**config.mk**
```make
export PLATFORM = sky130hd
export DESIGN_NAME = udp_tx_scheduler
export DESIGN_NICKNAME = d
export VERILOG_FILES = /design/src/rtl/udp_tx_sched_pkg.sv /design/src/rtl/minififo.sv /design/src/rtl/udp_tx_scheduler.sv
export SDC_FILE = /design/constraint.sdc
export NUM_CORES = 1
export LEC_CHECK = 0
export CAP_MARGIN = 20
export CORE_ASPECT_RATIO = 2
export CORE_MARGIN = 2
export CORE_UTILIZATION = 61
export CTS_CLUSTER_SIZE = 14
export DETAILED_ROUTE_END_ITERATION = 8
export PLACE_DENSITY = 0.81
export SYNTH_ARGS = -nofsm -noshare
export SYNTH_HDL_FRONTEND = slang
export SYNTH_HIERARCHICAL = 1
export SYNTH_SLANG_ARGS = --single-unit
```
**constraint.sdc**
```tcl
create_clock -name clk -period 4.35 [get_ports clk]
set_input_delay 1.305 -clock clk [delete_from_list [all_inputs] [get_ports clk]]
set_output_delay 1.305 -clock clk [all_outputs]
set_load 0.01 [all_outputs]
```
**src/rtl/udp_tx_sched_pkg.sv**
```systemverilog
// udp_tx_sched_pkg: shared types and constants for the UDP TX word scheduler.
//   sched_state_t : scheduler FSM state encoding
//   PAYLOAD_W     : payload word width in bits
package udp_tx_sched_pkg;

  localparam int unsigned PAYLOAD_W = 32;

  typedef enum logic [2:0] {
    StIdle,
    StLaunch,
    StWaitReq,
    StWaitDone,
    StGap
  } sched_state_t;

endpackage

```
**src/rtl/minififo.sv**
```systemverilog
// minififo: small word FIFO storage with wrapping read/write pointers.
// Occupancy and full/empty tracking belong to the instantiating block, which
// must never write when full or read when empty.
//   clk, reset : clock and asynchronous active-high reset (clears pointers)
//   wr, wdata  : write strobe and data
//   rd         : advance the read pointer (pop)
//   rdata      : head word, combinational from the read pointer
module minififo #(
  parameter int unsigned D = 16,
  parameter int unsigned W = 32
) (
  input  logic         clk,
  input  logic         reset,
  input  logic         wr,
  input  logic [W-1:0] wdata,
  input  logic         rd,
  output logic [W-1:0] rdata
);

  localparam int unsigned AW = $clog2(D);

  logic [W-1:0]  mem [D];
  logic [AW-1:0] wr_ptr_q;
  logic [AW-1:0] rd_ptr_q;

  // Pointers are exactly log2(D) bits so they wrap on their own.
  always_ff @(posedge clk or posedge reset) begin
    if (reset) begin
      wr_ptr_q <= '0;
      rd_ptr_q <= '0;
    end else begin
      if (wr) wr_ptr_q <= wr_ptr_q + 1'b1;
      if (rd) rd_ptr_q <= rd_ptr_q + 1'b1;
    end
  end

  always_ff @(posedge clk) begin
    if (wr) mem[wr_ptr_q] <= wdata;
  end

  assign rdata = mem[rd_ptr_q];

endmodule

```
**src/rtl/udp_tx_scheduler.sv**
```systemverilog
// udp_tx_scheduler: buffers 32-bit payload words and launches one UDP frame
// per word into udp_tx_machine, waits for the frame to complete, then holds
// off for a minimum inter-frame gap.
// Optional build macro: UDP_TX_SCHED_STATS_EN enables the saturating
// sent_cnt / drop_cnt statistics counters (tied to 0 otherwise).
//   clk, reset          : clock, asynchronous active-high reset
//   in_vld, in_data     : word write strobe and payload
//   in_full, level      : buffer full flag and occupancy (0..DEPTH)
//   tx_udp_go/dvld/data : registered one-cycle launch pulse and head word
//   udp_tx_req          : frame pending/in flight, from udp_tx_machine
//   tx_busy             : MAC transmitter busy, from eth
//   sent_cnt, drop_cnt  : frames launched / words dropped (stats build)
module udp_tx_scheduler
  import udp_tx_sched_pkg::*;
#(
  parameter int unsigned DEPTH       = 16,
  parameter int unsigned GAP_CYCLES  = 5000,
  parameter int unsigned REQ_TIMEOUT = 255
) (
  input  logic                   clk,
  input  logic                   reset,
  input  logic                   in_vld,
  input  logic [PAYLOAD_W-1:0]   in_data,
  output logic                   in_full,
  output logic [$clog2(DEPTH):0] level,
  output logic                   tx_udp_go,
  output logic                   tx_udp_dvld,
  output logic [PAYLOAD_W-1:0]   tx_udp_data,
  input  logic                   udp_tx_req,
  input  logic                   tx_busy,
  output logic [15:0]            sent_cnt,
  output logic [15:0]            drop_cnt
);

  localparam int unsigned LvlW = $clog2(DEPTH) + 1;
  localparam int unsigned GapW = (GAP_CYCLES > 0) ? $clog2(GAP_CYCLES + 1) : 1;
  localparam int unsigned ToW  = $clog2(REQ_TIMEOUT + 1);
  localparam logic [GapW-1:0] GapLoad = GapW'((GAP_CYCLES > 0) ? GAP_CYCLES - 1 : 0);
  localparam logic [ToW-1:0]  ToLast  = ToW'(REQ_TIMEOUT - 1);

  sched_state_t         state_q, state_d;
  logic [LvlW-1:0]      level_q;
  logic [GapW-1:0]      gap_q, gap_d;
  logic [ToW-1:0]       to_q, to_d;
  logic                 go_q;
  logic [PAYLOAD_W-1:0] data_q;
  logic [PAYLOAD_W-1:0] head;
  logic                 push, pop, end_frame;

  assign in_full = (level_q == LvlW'(DEPTH));
  // Full is judged on the registered level, so a pop in the same cycle
  // does not rescue a write to a full buffer.
  assign push    = in_vld & ~in_full;
  assign pop     = (state_q == StLaunch);

  minififo #(
    .D (DEPTH),
    .W (PAYLOAD_W)
  ) u_fifo (
    .clk   (clk),
    .reset (reset),
    .wr    (push),
    .wdata (in_data),
    .rd    (pop),
    .rdata (head)
  );

  always_ff @(posedge clk or posedge reset) begin
    if (reset) begin
      level_q <= '0;
    end else if (push && !pop) begin
      level_q <= level_q + 1'b1;
    end else if (pop && !push) begin
      level_q <= level_q - 1'b1;
    end
  end

  // Frame is over: request timed out (a request arriving on the expiry cycle
  // still wins), or the machine and MAC have both gone quiet.
  assign end_frame = ((state_q == StWaitReq) && !udp_tx_req && (to_q == ToLast)) ||
                     ((state_q == StWaitDone) && !udp_tx_req && !tx_busy);

  always_comb begin
    state_d = state_q;
    gap_d   = gap_q;
    to_d    = to_q;
    unique case (state_q)
      StIdle:     if (level_q != '0) state_d = StLaunch;
      StLaunch: begin
        state_d = StWaitReq;
        to_d    = '0;
      end
      StWaitReq: begin
        if (udp_tx_req) state_d = StWaitDone;
        else if (to_q != ToLast) to_d = to_q + 1'b1;
      end
      StWaitDone: ;
      StGap: begin
        if (gap_q == '0) state_d = StIdle;
        else gap_d = gap_q - 1'b1;
      end
      default:    state_d = StIdle;
    endcase
    if (end_frame) begin
      if (GAP_CYCLES == 0) begin
        state_d = StIdle;
      end else begin
        state_d = StGap;
        gap_d   = GapLoad;
      end
    end
  end

  always_ff @(posedge clk or posedge reset) begin
    if (reset) begin
      state_q <= StIdle;
      gap_q   <= '0;
      to_q    <= '0;
      go_q    <= 1'b0;
      data_q  <= '0;
    end else begin
      state_q <= state_d;
      gap_q   <= gap_d;
      to_q    <= to_d;
      // Registered launch outputs line up with the LAUNCH state cycle.
      go_q    <= (state_d == StLaunch);
      data_q  <= (state_d == StLaunch) ? head : '0;
    end
  end

  assign tx_udp_go   = go_q;
  assign tx_udp_dvld = go_q;
  assign tx_udp_data = data_q;
  assign level       = level_q;

`ifdef UDP_TX_SCHED_STATS_EN
  logic [15:0] sent_q, drop_q;

  always_ff @(posedge clk or posedge reset) begin
    if (reset) begin
      sent_q <= '0;
      drop_q <= '0;
    end else begin
      if (pop && (sent_q != 16'hFFFF)) sent_q <= sent_q + 16'd1;
      if (in_vld && in_full && (drop_q != 16'hFFFF)) drop_q <= drop_q + 16'd1;
    end
  end

  assign sent_cnt = sent_q;
  assign drop_cnt = drop_q;
`else
  assign sent_cnt = '0;
  assign drop_cnt = '0;
`endif

endmodule
```
==> results_dict.tcl <==
set metrics [dict create \
    worst_slew_pin_slew_ns 1.125 \
    reg2reg_slack_ns 1.37 \
    grt_pass1_vias 11860 \
    cts-root-buf "clkbuf_16" \
    ys_top_cells_by_area "edfxtp_1 (68%), mux4_2 (13%), dfrtp_1 (7.8%), a22oi_1 (2.2%), and2_1 (1.4%)" \
    required_ns 3.04 \
    powerDensity_nw_per_um2 618.1 \
    status "finished, violations left" \
    place_inst 1618 \
    critPathLaunchType "flop" \
    avgSynthCellArea_sq_um 20.32 \
    wl_per_cell_um 28.57 \
    grt_pass1_wl_mm 74.48 \
    hold_buffers 0 \
    syn_area_sq_um 22590 \
    seq_area_frac_synth_pct 75.80 \
    dr.pass1.iters 9 \
    critPathMaxFanout 5 \
    overflow 0 \
    antenna_found_initial 0 \
    drc 5 \
    r2r-start "level[0]" \
    fmax_ghz 0.2778 \
    cts_setup_buffers 0 \
    relSlewSlack_pct 24.82 \
    ys.flop_type "edfxtp_1" \
    synth_mux_area_share_pct 12.99 \
    ant_nets 0 \
    drt_wl_total_mm 48.72 \
    cts_sinks 582 \
    drt_iter0_drc 1147 \
    cts_tree "built" \
    synth_top_area_cell "edfxtp_1" \
    violations "DRC" \
    fin_nets 1266 \
    hold_path.class "flop to flop" \
    rsz0062_at_grt "false" \
    min_period_ns 3.600 \
    diodes 0 \
    fin_tns_setup_ns 0 \
    io_buffers 76 \
    worst-r2r-cell-count 11 \
    instances_no_fill 1705 \
    fp.dieH_um 276.2 \
    num_rows 99 \
    drive_gt1_share_pct 20.30 \
    synthXorXnorAreaFrac_pct 0.5039 \
    yosys.area_share.simple_pct 3.921 \
    grt_max_degree 70 \
    yosys_warnings 6 \
    ys_ff_latch 582 \
    die_x_um 140.1 \
    drv_slew 0 \
    hold_path_startpoint "to_q[5]" \
    leakage_nw 8.532 \
    skew_ns 0.02043 \
    postSynthCellCount 1112 \
    dieArea_sq_um 38690 \
    post_cts_resized 0 \
    area_delta_synth_final_pct 12.66 \
    async_flop_share_pct 12.03 \
    setup_viol 0 \
    clk_latency_ns 0.57 \
    track_usage_pct 26.01 \
    crit_type "flop to output pin" \
    htreeDepth 2 \
    io_pins 109 \
    final_util_pct 69.66 \
    endpoint_kind "output pin" \
    ir_drop_mv 0.4031 \
    cap_viol_max_count 0 \
    clockBufferDepth 3 \
    hpwl_mm 29.23 \
    synth_top_area_share_pct 68.05 \
    holdPathEnd "to_q[5]" \
    synth_compound_area_share_pct 3.483 \
    synth_fa_ha_area_share_pct 0.7531 \
    path_clk_slew_ns 0.06 \
    core_area_sq_um 36540 \
    rr_endpoint "level[4]" \
    cp.arrival_ns 2.30 \
    initial_core_util_pct 61.83 \
    cts_buffers 50 \
    fin_crit_sh_pct 82.77 \
    vias 11170 \
    ys_types 54 \
    layout_setup_ws_ns 0.7497 \
    synth_top_family_by_area "multiplexers" \
    finalHoldViolations 0 \
    gp_congestion 0.8412 \
    vias_per_cell 6.548 \
    pre_cts_ws_ns 0.7422 \
    synth-edff-count 512 \
    whs_path_depth 1 \
]
[sequential cells by signal (all words and copies together) (netlist names)]
name             count
tx_udp_dvld          1
to_q                 8
u_fifo/mem         512
level                5
state_q              3
u_fifo/wr_ptr_q      4
gap_q               13
tx_udp_data         32
u_fifo/rd_ptr_q      4
[stage by stage]
stage | hold WS (ns) | area, sq um | power (mW)
6_report | 0.5321 | 25450 | 15.73
2_1_floorplan | 0.4682 | 22710 | 10.07
3_5_place_dp | 0.5108 | 23920 | 11.50
4_1_cts | 0.5198 | 25450 | 15.83
3_3_place_gp | 0.4894 | 23920 | 11.39
5_1_grt | 0.5583 | 25450 | 16.33
[synthesized netlist by cell type (all sizes together) (9+ instances only)]
cell / instances
edfxtp: 512
mux4: 128
dfrtp: 70
a22oi: 65
buf: 51
and2: 50
nand2: 49
clkbuf: 35
nor2: 15
inv: 14
ha: 12
o21ai: 12
a21oi: 11
xnor2: 9
[cell usage in the layout, fill, tap and decap left out, types with 3 or more instances in the layout]
| cell type | n |
|---|---|
| clkinv_2 | 6 |
| conb_1 | 32 |
| o31ai_1 | 4 |
| nor2_1 | 14 |
| edfxtp_1 | 512 |
| clkbuf_8 | 3 |
| a21oi_1 | 10 |
| o21ai_1 | 4 |
| bufinv_16 | 3 |
| and2_2 | 16 |
| o21ai_0 | 8 |
| buf_12 | 9 |
| buf_4 | 22 |
| mux4_2 | 128 |
| inv_1 | 13 |
| a22oi_1 | 65 |
| dfrtp_1 | 68 |
| ha_1 | 12 |
| nor4_1 | 6 |
| xor2_1 | 4 |
| clkbuf_16 | 51 |
| nand4_1 | 7 |
| or3_1 | 5 |
| nor3b_1 | 3 |
| clkbuf_1 | 20 |
| clkdlybuf4s50_1 | 76 |
| nand2_1 | 49 |
| mux2i_1 | 3 |
| and2_1 | 34 |
| or4_1 | 6 |
| clkinv_1 | 3 |
| xnor2_1 | 9 |
| nor2b_1 | 3 |
[kinds of logic (layout without fill, tap and decap cells)]
family | Yosys count | count (layout)
compound gates | 108 | 108
xor+xnor | 13 | 13
fa+ha+maj | 13 | 13
buf+inv | 100 | 208
flops | 582 | 582
mux | 133 | 133
other cells | 1 | 32
simple gates | 162 | 162
[cell type report]
cell class | instances | area, sq um
multi-input combinational | 461 | 5061
inverter | 14 | 52.55
clock buffer | 74 | 1393
clock inverter | 13 | 140.1
timing repair buffer | 107 | 1106
sequential | 582 | 17130
fill | 2125 | 11090
tap | 454 | 568.0
[power by group]
group	switching (mW)	total [mW]	internal [mW]	leakage, nW
clock network	1.88	4.27	2.39	0.749
registers	0.468	7.23	6.76	5.52
logic	2.25	4.24	1.99	2.26
total	4.60	15.7	11.1	8.53
[critical path: stages (launching register included)]
cell	delay, ns
dfrtp_1	0.45
or4_1	0.58
nor2_1	0.15
clkdlybuf4s50_1	0.56
[metal layers]
metal / track usage, % / part of all wire [%]
met1: 32.36 / 35
met2: 46.36 / 55
met3: 3.065 / 5.5
met4: 11.11 / 4.0
met5: 0 / 0
[how the worst max path moves through the flow]
stage	cells after the start	startpoint	endpoint	slack, ns
after floorplan	4	in_vld	u_fifo/mem[0][0]	1.12
after global placement	10	in_vld	level[4]	0.76
after detailed placement	10	in_vld	level[4]	0.74
after CTS	3	level[0]	in_full	0.70
after global routing	3	level[0]	in_full	0.66
final	3	level[0]	in_full	0.75
Power figures use the tool's default switching activity.
